<file path="src/rtl/maxpool2x2_stream_pkg.sv">
// Shared accelerator types and helpers: pixel widths, signed max and 8-bit saturation.
package maxpool2x2_stream_pkg;

    localparam int PIXEL_W = 32;
    localparam int ACT_W   = 8;

    typedef logic signed [PIXEL_W-1:0] pixel_t;

    function automatic pixel_t smax(input pixel_t a, input pixel_t b);
        return (a > b) ? a : b;
    endfunction

    function automatic pixel_t sat8(input pixel_t x);
        pixel_t hi;
        pixel_t lo;
        hi = pixel_t'((1 << (ACT_W - 1)) - 1);
        lo = -pixel_t'(1 << (ACT_W - 1));
        if (x > hi) return hi;
        if (x < lo) return lo;
        return x;
    endfunction

endpackage

</file>
<file path="src/rtl/maxpool2x2_stream_if.sv">
// Single-lane pixel stream (data + valid strobe, no ready): master drives, slave observes.
interface maxpool2x2_stream_if;
    import maxpool2x2_stream_pkg::*;

    pixel_t pixel;
    logic   valid;

    modport master (output pixel, output valid);
    modport slave  (input  pixel, input  valid);
endinterface

</file>
<file path="src/rtl/maxpool_linebuf.sv">
// Simple dual-port RAM of even-row pair maxima; one write and one registered read per cycle.
module maxpool_linebuf
    import maxpool2x2_stream_pkg::*;
#(
    parameter int DEPTH = 64,
    parameter int AW    = $clog2(DEPTH)
) (
    input  logic          clk,
    input  logic          wr_en,
    input  logic [AW-1:0] wr_addr,
    input  pixel_t        wr_data,
    input  logic          rd_en,
    input  logic [AW-1:0] rd_addr,
    output pixel_t        rd_data
);

    pixel_t mem [DEPTH];

    always_ff @(posedge clk) begin
        if (wr_en) mem[wr_addr] <= wr_data;
        if (rd_en) rd_data <= mem[rd_addr];
    end

endmodule

</file>
<file path="src/rtl/maxpool2x2_stream.sv">
// 2x2/stride-2 streaming max-pool, 1-cycle latency from bottom-right pixel; no backpressure.
// MAXPOOL_REQUANT_EN: output becomes sat8(max >>> QSHIFT) sign-extended, else raw 32-bit max.
module maxpool2x2_stream
    import maxpool2x2_stream_pkg::*;
#(
    parameter int MAX_WIDTH = 128,
    parameter int QSHIFT    = 0
) (
    input  logic                clk,
    input  logic                rst,
    input  logic                clear,
    input  logic [7:0]          width,
    input  logic [7:0]          height,
    maxpool2x2_stream_if.slave  src,
    maxpool2x2_stream_if.master snk,
    output logic                frame_done
);

    localparam int LB_DEPTH = MAX_WIDTH / 2;
    localparam int LB_AW    = $clog2(LB_DEPTH);

    if (QSHIFT < 0 || QSHIFT >= PIXEL_W) begin : g_qshift_range
        $error("QSHIFT out of range");
    end

    logic [7:0] col, row, w, h;
    pixel_t     hold;
    pixel_t     lb_rdata;

    // Geometry is taken live on the first pixel of a frame, latched copy afterwards.
    logic       first;
    logic [7:0] cur_w, cur_h;
    logic       col_last, row_last;
    logic       take, odd_col, odd_row;
    logic [7:0] emit_col_last, emit_row_last;
    pixel_t     pmax, pooled, result;

    assign first    = (row == 8'd0) && (col == 8'd0);
    assign cur_w    = first ? width  : w;
    assign cur_h    = first ? height : h;
    assign col_last = (col == cur_w - 8'd1);
    assign row_last = (row == cur_h - 8'd1);
    assign take     = src.valid && !clear;
    assign odd_col  = col[0];
    assign odd_row  = row[0];

    // An odd trailing row/column is never part of a window, so the last emit sits at the even-rounded edge.
    assign emit_col_last = {w[7:1], 1'b0} - 8'd1;
    assign emit_row_last = {h[7:1], 1'b0} - 8'd1;

    assign pmax   = smax(hold, src.pixel);
    assign pooled = smax(lb_rdata, pmax);

`ifdef MAXPOOL_REQUANT_EN
    assign result = sat8(pooled >>> QSHIFT);
`else
    assign result = pooled;
`endif

    // Read is issued on the even column so the data is waiting when the odd column arrives.
    maxpool_linebuf #(.DEPTH(LB_DEPTH), .AW(LB_AW)) u_linebuf (
        .clk     (clk),
        .wr_en   (take && odd_col && !odd_row),
        .wr_addr (col[LB_AW:1]),
        .wr_data (pmax),
        .rd_en   (take && !odd_col && odd_row),
        .rd_addr (col[LB_AW:1]),
        .rd_data (lb_rdata)
    );

    always_ff @(posedge clk or posedge rst) begin
        if (rst) begin
            col        <= '0;
            row        <= '0;
            w          <= '0;
            h          <= '0;
            hold       <= '0;
            snk.pixel  <= '0;
            snk.valid  <= 1'b0;
            frame_done <= 1'b0;
        end else begin
            snk.valid  <= 1'b0;
            frame_done <= 1'b0;
            if (clear) begin
                col  <= '0;
                row  <= '0;
                hold <= '0;
            end else if (src.valid) begin
                if (first) begin
                    w <= width;
                    h <= height;
                end
                if (!odd_col) begin
                    hold <= src.pixel;
                end else if (odd_row) begin
                    snk.pixel  <= result;
                    snk.valid  <= 1'b1;
                    frame_done <= (row == emit_row_last) && (col == emit_col_last);
                end
                if (col_last) begin
                    col <= '0;
                    row <= row_last ? 8'd0 : row + 8'd1;
                end else begin
                    col <= col + 8'd1;
                end
            end
        end
    end

endmodule
</file>
<file path="src/flat_wrapper.sv">
// flat-port wrapper written by rule: the top's interface ports become plain ports
module maxpool2x2_stream_flat import maxpool2x2_stream_pkg::*;
#(
    parameter int MAX_WIDTH = 128,
    parameter int QSHIFT    = 0
)
  (clk, rst, clear, width, height, frame_done, src_pixel, src_valid, snk_pixel, snk_valid);
  maxpool2x2_stream_if src_i ();
  maxpool2x2_stream_if snk_i ();
  input  logic clk;
  input  logic rst;
  input  logic clear;
  input  logic [7:0] width;
  input  logic [7:0] height;
  output logic frame_done;
  input wire logic [$bits(src_i.pixel)-1:0] src_pixel;
  input wire logic [$bits(src_i.valid)-1:0] src_valid;
  output wire logic [$bits(snk_i.pixel)-1:0] snk_pixel;
  output wire logic [$bits(snk_i.valid)-1:0] snk_valid;
  assign src_i.pixel = src_pixel;
  assign src_i.valid = src_valid;
  assign snk_pixel = snk_i.pixel;
  assign snk_valid = snk_i.valid;
  maxpool2x2_stream #(.MAX_WIDTH(MAX_WIDTH), .QSHIFT(QSHIFT)) u_core (.clk(clk), .rst(rst), .clear(clear), .width(width), .height(height), .src(src_i), .snk(snk_i), .frame_done(frame_done));
endmodule
</file>
<file path="config.mk">
export PLATFORM = sky130hd
export DESIGN_NAME = maxpool2x2_stream_flat
export DESIGN_NICKNAME = d
export VERILOG_FILES = /design/src/rtl/maxpool2x2_stream_pkg.sv /design/src/rtl/maxpool2x2_stream_if.sv /design/src/rtl/maxpool_linebuf.sv /design/src/rtl/maxpool2x2_stream.sv /design/src/flat_wrapper.sv
export SDC_FILE = /design/constraint.sdc
export NUM_CORES = 2
export LEC_CHECK = 0
export BUFFER_PORTS_ARGS = -buffer_cell sky130_fd_sc_hd__buf_4
export CAP_MARGIN = 10
export CORE_ASPECT_RATIO = 0.6
export CORE_MARGIN = 2
export CORE_UTILIZATION = 50
export DETAILED_ROUTE_END_ITERATION = 16
export PLACE_DENSITY = 0.76
export SYNTH_ARGS = -nofsm -noshare
export SYNTH_HDL_FRONTEND = slang
export SYNTH_HIERARCHICAL = 1
export SYNTH_SLANG_ARGS = --single-unit
</file>
<file path="constraint.sdc">
create_clock -name clk -period 12.3 [get_ports clk]
set_input_delay 0.615 -clock clk [delete_from_list [all_inputs] [get_ports clk]]
set_output_delay 0.615 -clock clk [all_outputs]
set_load 0.01 [all_outputs]
</file>
# After elaboration in Yosys (flattened, before gate mapping)
# Memory sizes are Yosys's and may differ from the RTL's. A register that Yosys moved wholly into a read port is not among the register bits.
# Cells that the tools add are included.
[classes]
add_sub_neg = 6
n_eq_ne = 5
mux = 24
bitwise_logic = 1
reduce_logical = 18
n_lt_le_gt_ge = 2
[op_table]
columns = ["cell", "n"]
rows = [
  ["$mux 32", 5],
  ["$mux 8", 9],
  ["$gt 32x32->1", 2],
  ["$eq 8x8->1", 4],
  ["$sub 8x1->8 const B", 4],
  ["$add 8x1->8 const B", 2],
  ["$logic_not 8->1", 2],
  ["$mux 1", 10],
  ["$logic_and 1x1->1", 7],
  ["$reduce_and 2->1", 3],
  ["$reduce_and 4->1", 1],
  ["$reduce_bool 2->1", 2],
  ["$logic_not 1->1", 3],
  ["$ne 2x2->1 const B", 1],
  ["$not 1->1", 1],
]
[word_totals]
mem_bits_rw = 2048
elab_cells = 65
mem_count = 1
reg_bits = 98
[mem_list]
columns = ["name", "depth", "word_bits", "read_ports", "rd_clocked_by_memory_dff", "write_ports", "line", "text"]
rows = [
  ["u_core.u_linebuf.mem", 64, 32, 1, 1, 1, "maxpool_linebuf.sv:17", "pixel_t mem [DEPTH];"],
]

# Logic depth before layout (Yosys ltp)
[logic_depth]
word_depth = 9
mapped_depth = 23
ltp_nobuf = 21

# By module
# Netlist, hierarchy kept.
[by_module_without_submodules]
columns = ["mod", "area_per_inst_um2", "cells_per_inst", "instances"]
rows = [
  ["maxpool_linebuf", 78835.6, 3324, 1],
  ["maxpool2x2_stream", 7598.5, 841, 1],
]

# Worst setup path after synthesis
# No wires, ideal clock.
[synth_path]
path_kind = "input -> register"
start = "input port src_pixel[25]"
end = "register u_core.snk.pixel[1]"
t_arrival_ns = 5.448
cell_stages = 23
path_slack_ns = 6.732
t_required_ns = 12.180
path_cell_list = "inv_1 ha_1 a21o_1 a21o_1 a21oi_1 o22ai_1 nor4b_1 o21ai_0 o211ai_1 clkbuf_1 mux2_2 inv_1 ha_1 a21o_1 a21o_1 a21oi_1 o22ai_1 a211o_1 a221o_1 mux2_2 clkbuf_1 o21ai_0 a31o_2"
[synth_between]
elab_chain_cells = 4
[synth_lines]
columns = ["element", "line", "text"]
rows = [
  ["start: declaration", "flat_wrapper.sv:16", "input wire logic [$bits(src_i.pixel)-1:0] src_pixel;"],
  ["$gt 32x32->1", "maxpool2x2_stream_pkg.sv:10", "return (a > b) ? a : b;"],
  ["$mux 32", "maxpool2x2_stream_pkg.sv:10", ""],
  ["net u_core.pmax[5]", "maxpool2x2_stream.sv:36", "pixel_t pmax, pooled, result;"],
  ["$gt 32x32->1", "maxpool2x2_stream_pkg.sv:10", ""],
  ["$mux 32", "maxpool2x2_stream_pkg.sv:10", ""],
  ["end signal: assignment", "maxpool2x2_stream.sv:96", "snk.pixel <= result;"],
  ["end: declaration", "maxpool2x2_stream_if.sv:8", "modport master (output pixel, output valid);"],
]
# The timed path passes the listed nets, and every way through them passes these cells.
# A chain may end at the register's enable or synchronous reset.

# Worst setup path in the final report
[layout_path]
start = "register u_core.hold[5]"
end = "register u_core.snk.pixel[10]"
[layout_between]
elab_chain_cells = 4
[layout_lines]
columns = ["element", "line", "text"]
rows = [
  ["start: declaration", "maxpool2x2_stream.sv:27", "pixel_t hold;"],
  ["start signal: assignment", "maxpool2x2_stream.sv:94", "hold <= src.pixel;"],
  ["$gt 32x32->1", "maxpool2x2_stream_pkg.sv:10", ""],
  ["$mux 32", "maxpool2x2_stream_pkg.sv:10", ""],
  ["net u_core.pmax[1]", "maxpool2x2_stream.sv:36", ""],
  ["$gt 32x32->1", "maxpool2x2_stream_pkg.sv:10", ""],
  ["$mux 32", "maxpool2x2_stream_pkg.sv:10", ""],
]
# The timed path passes the listed nets, and every way through them passes these cells.

==> key figures <==
Global routing
  • Gr usage total: 0.257
  • Vias in the first global route: 43900
  • Grt ovf: 0
  • Largest net degree at the start of global routing: 113
  • Global-route wire length before repair: 323 mm
  • Initial antenna violation count: 17

Timing
  • Slew @ Worst Pin: 1.37 ns
  • TNS Setup: 0 ns
  • Setup violators final: 0
  • RSZ-0062 raised after global routing: false
  • Slew HR: 0.0809
  • Final Hold Viols: 0
  • Min Clock Period, post-route: 6.86 ns
  • Final Cycle Share: 0.557
  • Max Freq: 146 MHz
  • Clk_skew: 0.0346 ns
  • Worst setup margin: 5.44 ns
  • Count of pins over their slew limit: 0

Logic synthesis
  • Synthesis-stage register bit count: 2178
  • Top-area cell type share of the netlist area: 0.723
  • Count of flip-flops with a built-in enable after synthesis: 2080
  • Ys flop type: edfxtp_1
  • Most frequent cell after synthesis: edfxtp_1
  • Post-synth top area cell: edfxtp_1
  • Ys Warns: 6
  • Post-synthesis cell count: 4165
  • Synth top area cells: edfxtp_1 72%, mux4_2 14%, dfrtp_1 2.8%, mux2i_1 1.3%, ha_1 1.0%
  • Async SR Flop Fraction: 0.0450
  • Syn_nets: 4289
  • Synth Area per Inst: 20.8 sq um
  • Synth cell types: 75
  • Top cells by instance count after synthesis: 2080 x edfxtp_1, 544 x mux4_2, 170 x nor2_1
  • Seq/Total Area, Yosys: 0.751
  • Cell Area, Synth: 0.0864 sq mm

Critical path
  • Crit-path max FO: 66
  • Worst Path Buf+Inv: 3
  • Crit path DAT: 7.55 ns
  • Delay-heaviest family, CP: compound AO/OA/AOI/OAI gates
  • Startpoint Class: flop
  • CP Depth: 22
  • Crit path top cell by count: o21ai_0
  • CP max stage delay: 0.95 ns
  • WS Path Type: flop to flop
  • Reg2reg start: u_core/hold[5]
  • CP Capture Type: flop
  • Critical Path Start: u_core/hold[5]
  • Worst R2R Path Depth: 22
  • Slowest library cell on the worst path: mux2_2
  • Critical path, cell by cell: ha_1, a21o_1, a21o_1, a21oi_1, o21ai_0, a221oi_1, o21ai_0, o211ai_1, buf_4, mux2_2, buf_4, inv_1, ha_1, nor2b_1, o21a_1, o21ai_0, nand2b_1, a211o_1, a221o_1, mux2_2, o21ai_0, a31o_2
  • Crit path required time: 13.00 ns

Clock network
  • Clock Pin Slew Worst Setup and Hold Paths: 0.07 ns
  • CTS root buf: clkbuf_16
  • Clock Latency Late Sink: 0.83 ns
  • Setup Buffers After CTS: 0
  • H-tree levels: 4
  • TritonCTS clock tree: built
  • TritonCTS Sinks: 2178
  • Longest Clk Path Bufs: 4
  • CTS Buf Count: 183

Finish
  • Area delta synth->final: 11.2%
  • Finished Cell Area: 0.0961 sq mm
  • Layout cells sized above 1: 0.265
  • Non-filler cells, final: 6768
  • Final Util: 0.558
  • Nets: 4476

Routing
  • First drt pass iteration count: 8
  • Drt via density: 6.64
  • Initial DRC count: 7390
  • WL final: 228 mm
  • Wire per inst: 33.7 microns
  • DRC: 0
  • Antenna Nets Post-Route: 0
  • Routed vias: 45000

Floorplanning
  • # IOs: 86
  • Placeable Area: 0.172 sq mm
  • Die ar.: 0.176 sq mm
  • Die H: 326 microns
  • Rows: 118
  • Initial core utilization: 0.502
  • Die width: 541 microns

Min path
  • Hold Path Origin: src_pixel[27]
  • Hold crit path type: input pin to flop
  • Hold path depth: 2

Place
  • Gpl congestion: 0.933
  • I/O Buffers: 85
  • HPWL after DPL: 127 mm
  • Dpl cell area: 0.0905 sq mm
  • Placed Cells: 6445
  • Pre-CTS setup slack: 5.18 ns

Pwr
  • Pwr per Cell Area: 159 mW/mm^2
  • P_leak: 30.0 nW
  • Peak supply drop: 0.110 mV

Run
  • Max-cap violations: 0

Status
  • Status: finished clean
[layer usage]
layer  vias up  track usage  wire length (microns)
met5         -            0                     23
met4         4       0.0570                   5160
met3       347        0.109                  39100
met2      3467        0.356                  96700
met1     23500        0.381                  87100
li1      17600            -                      -
[through the flow]
step | hold slack [ns] | total power [W]
floorplan | 0.484 | 0.00930
global placement | 0.513 | 0.00972
detailed placement | 0.515 | 0.00976
CTS | 0.00820 | 0.0153
global route | 0.0267 | 0.0157
finish | 0.0562 | 0.0153
[cell usage in the layout, fill, tap and decap left out, drive strengths merged, types with 9 or more instances in the layout]
master    instances
nand2           122
mux2i           111
clkinvlp          9
clkbuf          220
mux2             46
dfrtp            98
a22oi            13
o21ai            60
nor2            170
xnor2            30
ha               72
nand4            24
mux4            545
a21o             24
nand3            16
bufinv           13
a311oi            9
nor2b            22
clkinv           72
nand2b           19
o22ai            89
edfxtp         2080
nor3             30
a21oi            79
xor2             12
o221ai           28
buf             226
nor4             10
a22o             32
a31o             32
inv              88
[state kept, by name, summed over array words and instances, names as in the netlist]
register                  cells
u_core/col                    8
u_core/u_linebuf/rd_data     32
u_core/u_linebuf/mem       2048
u_core/frame_done             1
u_core/w                      8
u_core/row                    8
u_core/h                      8
u_core/hold                  32
u_core/snk.pixel             32
u_core/snk.valid              1
[what timing repair did]
item / 4_1_cts / 5_1_grt
hold endpoints to repair: 36 / 0
endpoints found under the setup margin: 0 / 0
hold buffers: 2 / 0
gates resized for setup: 0 / 0
[layout make-up]
class	instances	area [sq um]
Antenna cell	4	10.0
Clock buffer	220	4810
Clock inverter	97	805
Fill cell	12400	76000
Inverter	85	322
Multi-Input combinational cell	1676	20600
Sequential cell	2178	64900
Tap cell	2280	2850
Timing Repair Buffer	228	1800
[worst paths after layout]
check	slack (ns)	end
max	5.44	u_core/snk.pixel[10]
min reg2reg	0.53	u_core/hold[22]
min	0.06	u_core/hold[27]
min in group asynchronous	0.40	u_core/h[3]
max reg2reg	5.44	u_core/snk.pixel[10]
max in group asynchronous	10.53	u_core/hold[9]
[report_power, final]
| part | internal [W] | total (W) | switching, W |
|---|---|---|---|
| logic | 0.000368 | 0.00119 | 0.000826 |
| clock network | 0.00306 | 0.00565 | 0.00259 |
| registers | 0.00839 | 0.00844 | 0.0000457 |
| total | 0.0118 | 0.0153 | 0.00346 |
[cell families after synthesis]
group / share of synthesized area
DFF: 0.751
muxes: 0.161
xor gates and xnor gates: 0.00426
and+or+nand+nor: 0.0245
adders and majority gates: 0.0104
buffers and inverters: 0.0164
AOI/OAI and AO/OA: 0.0325
Note: power is estimated with default switching activity, not from simulation.
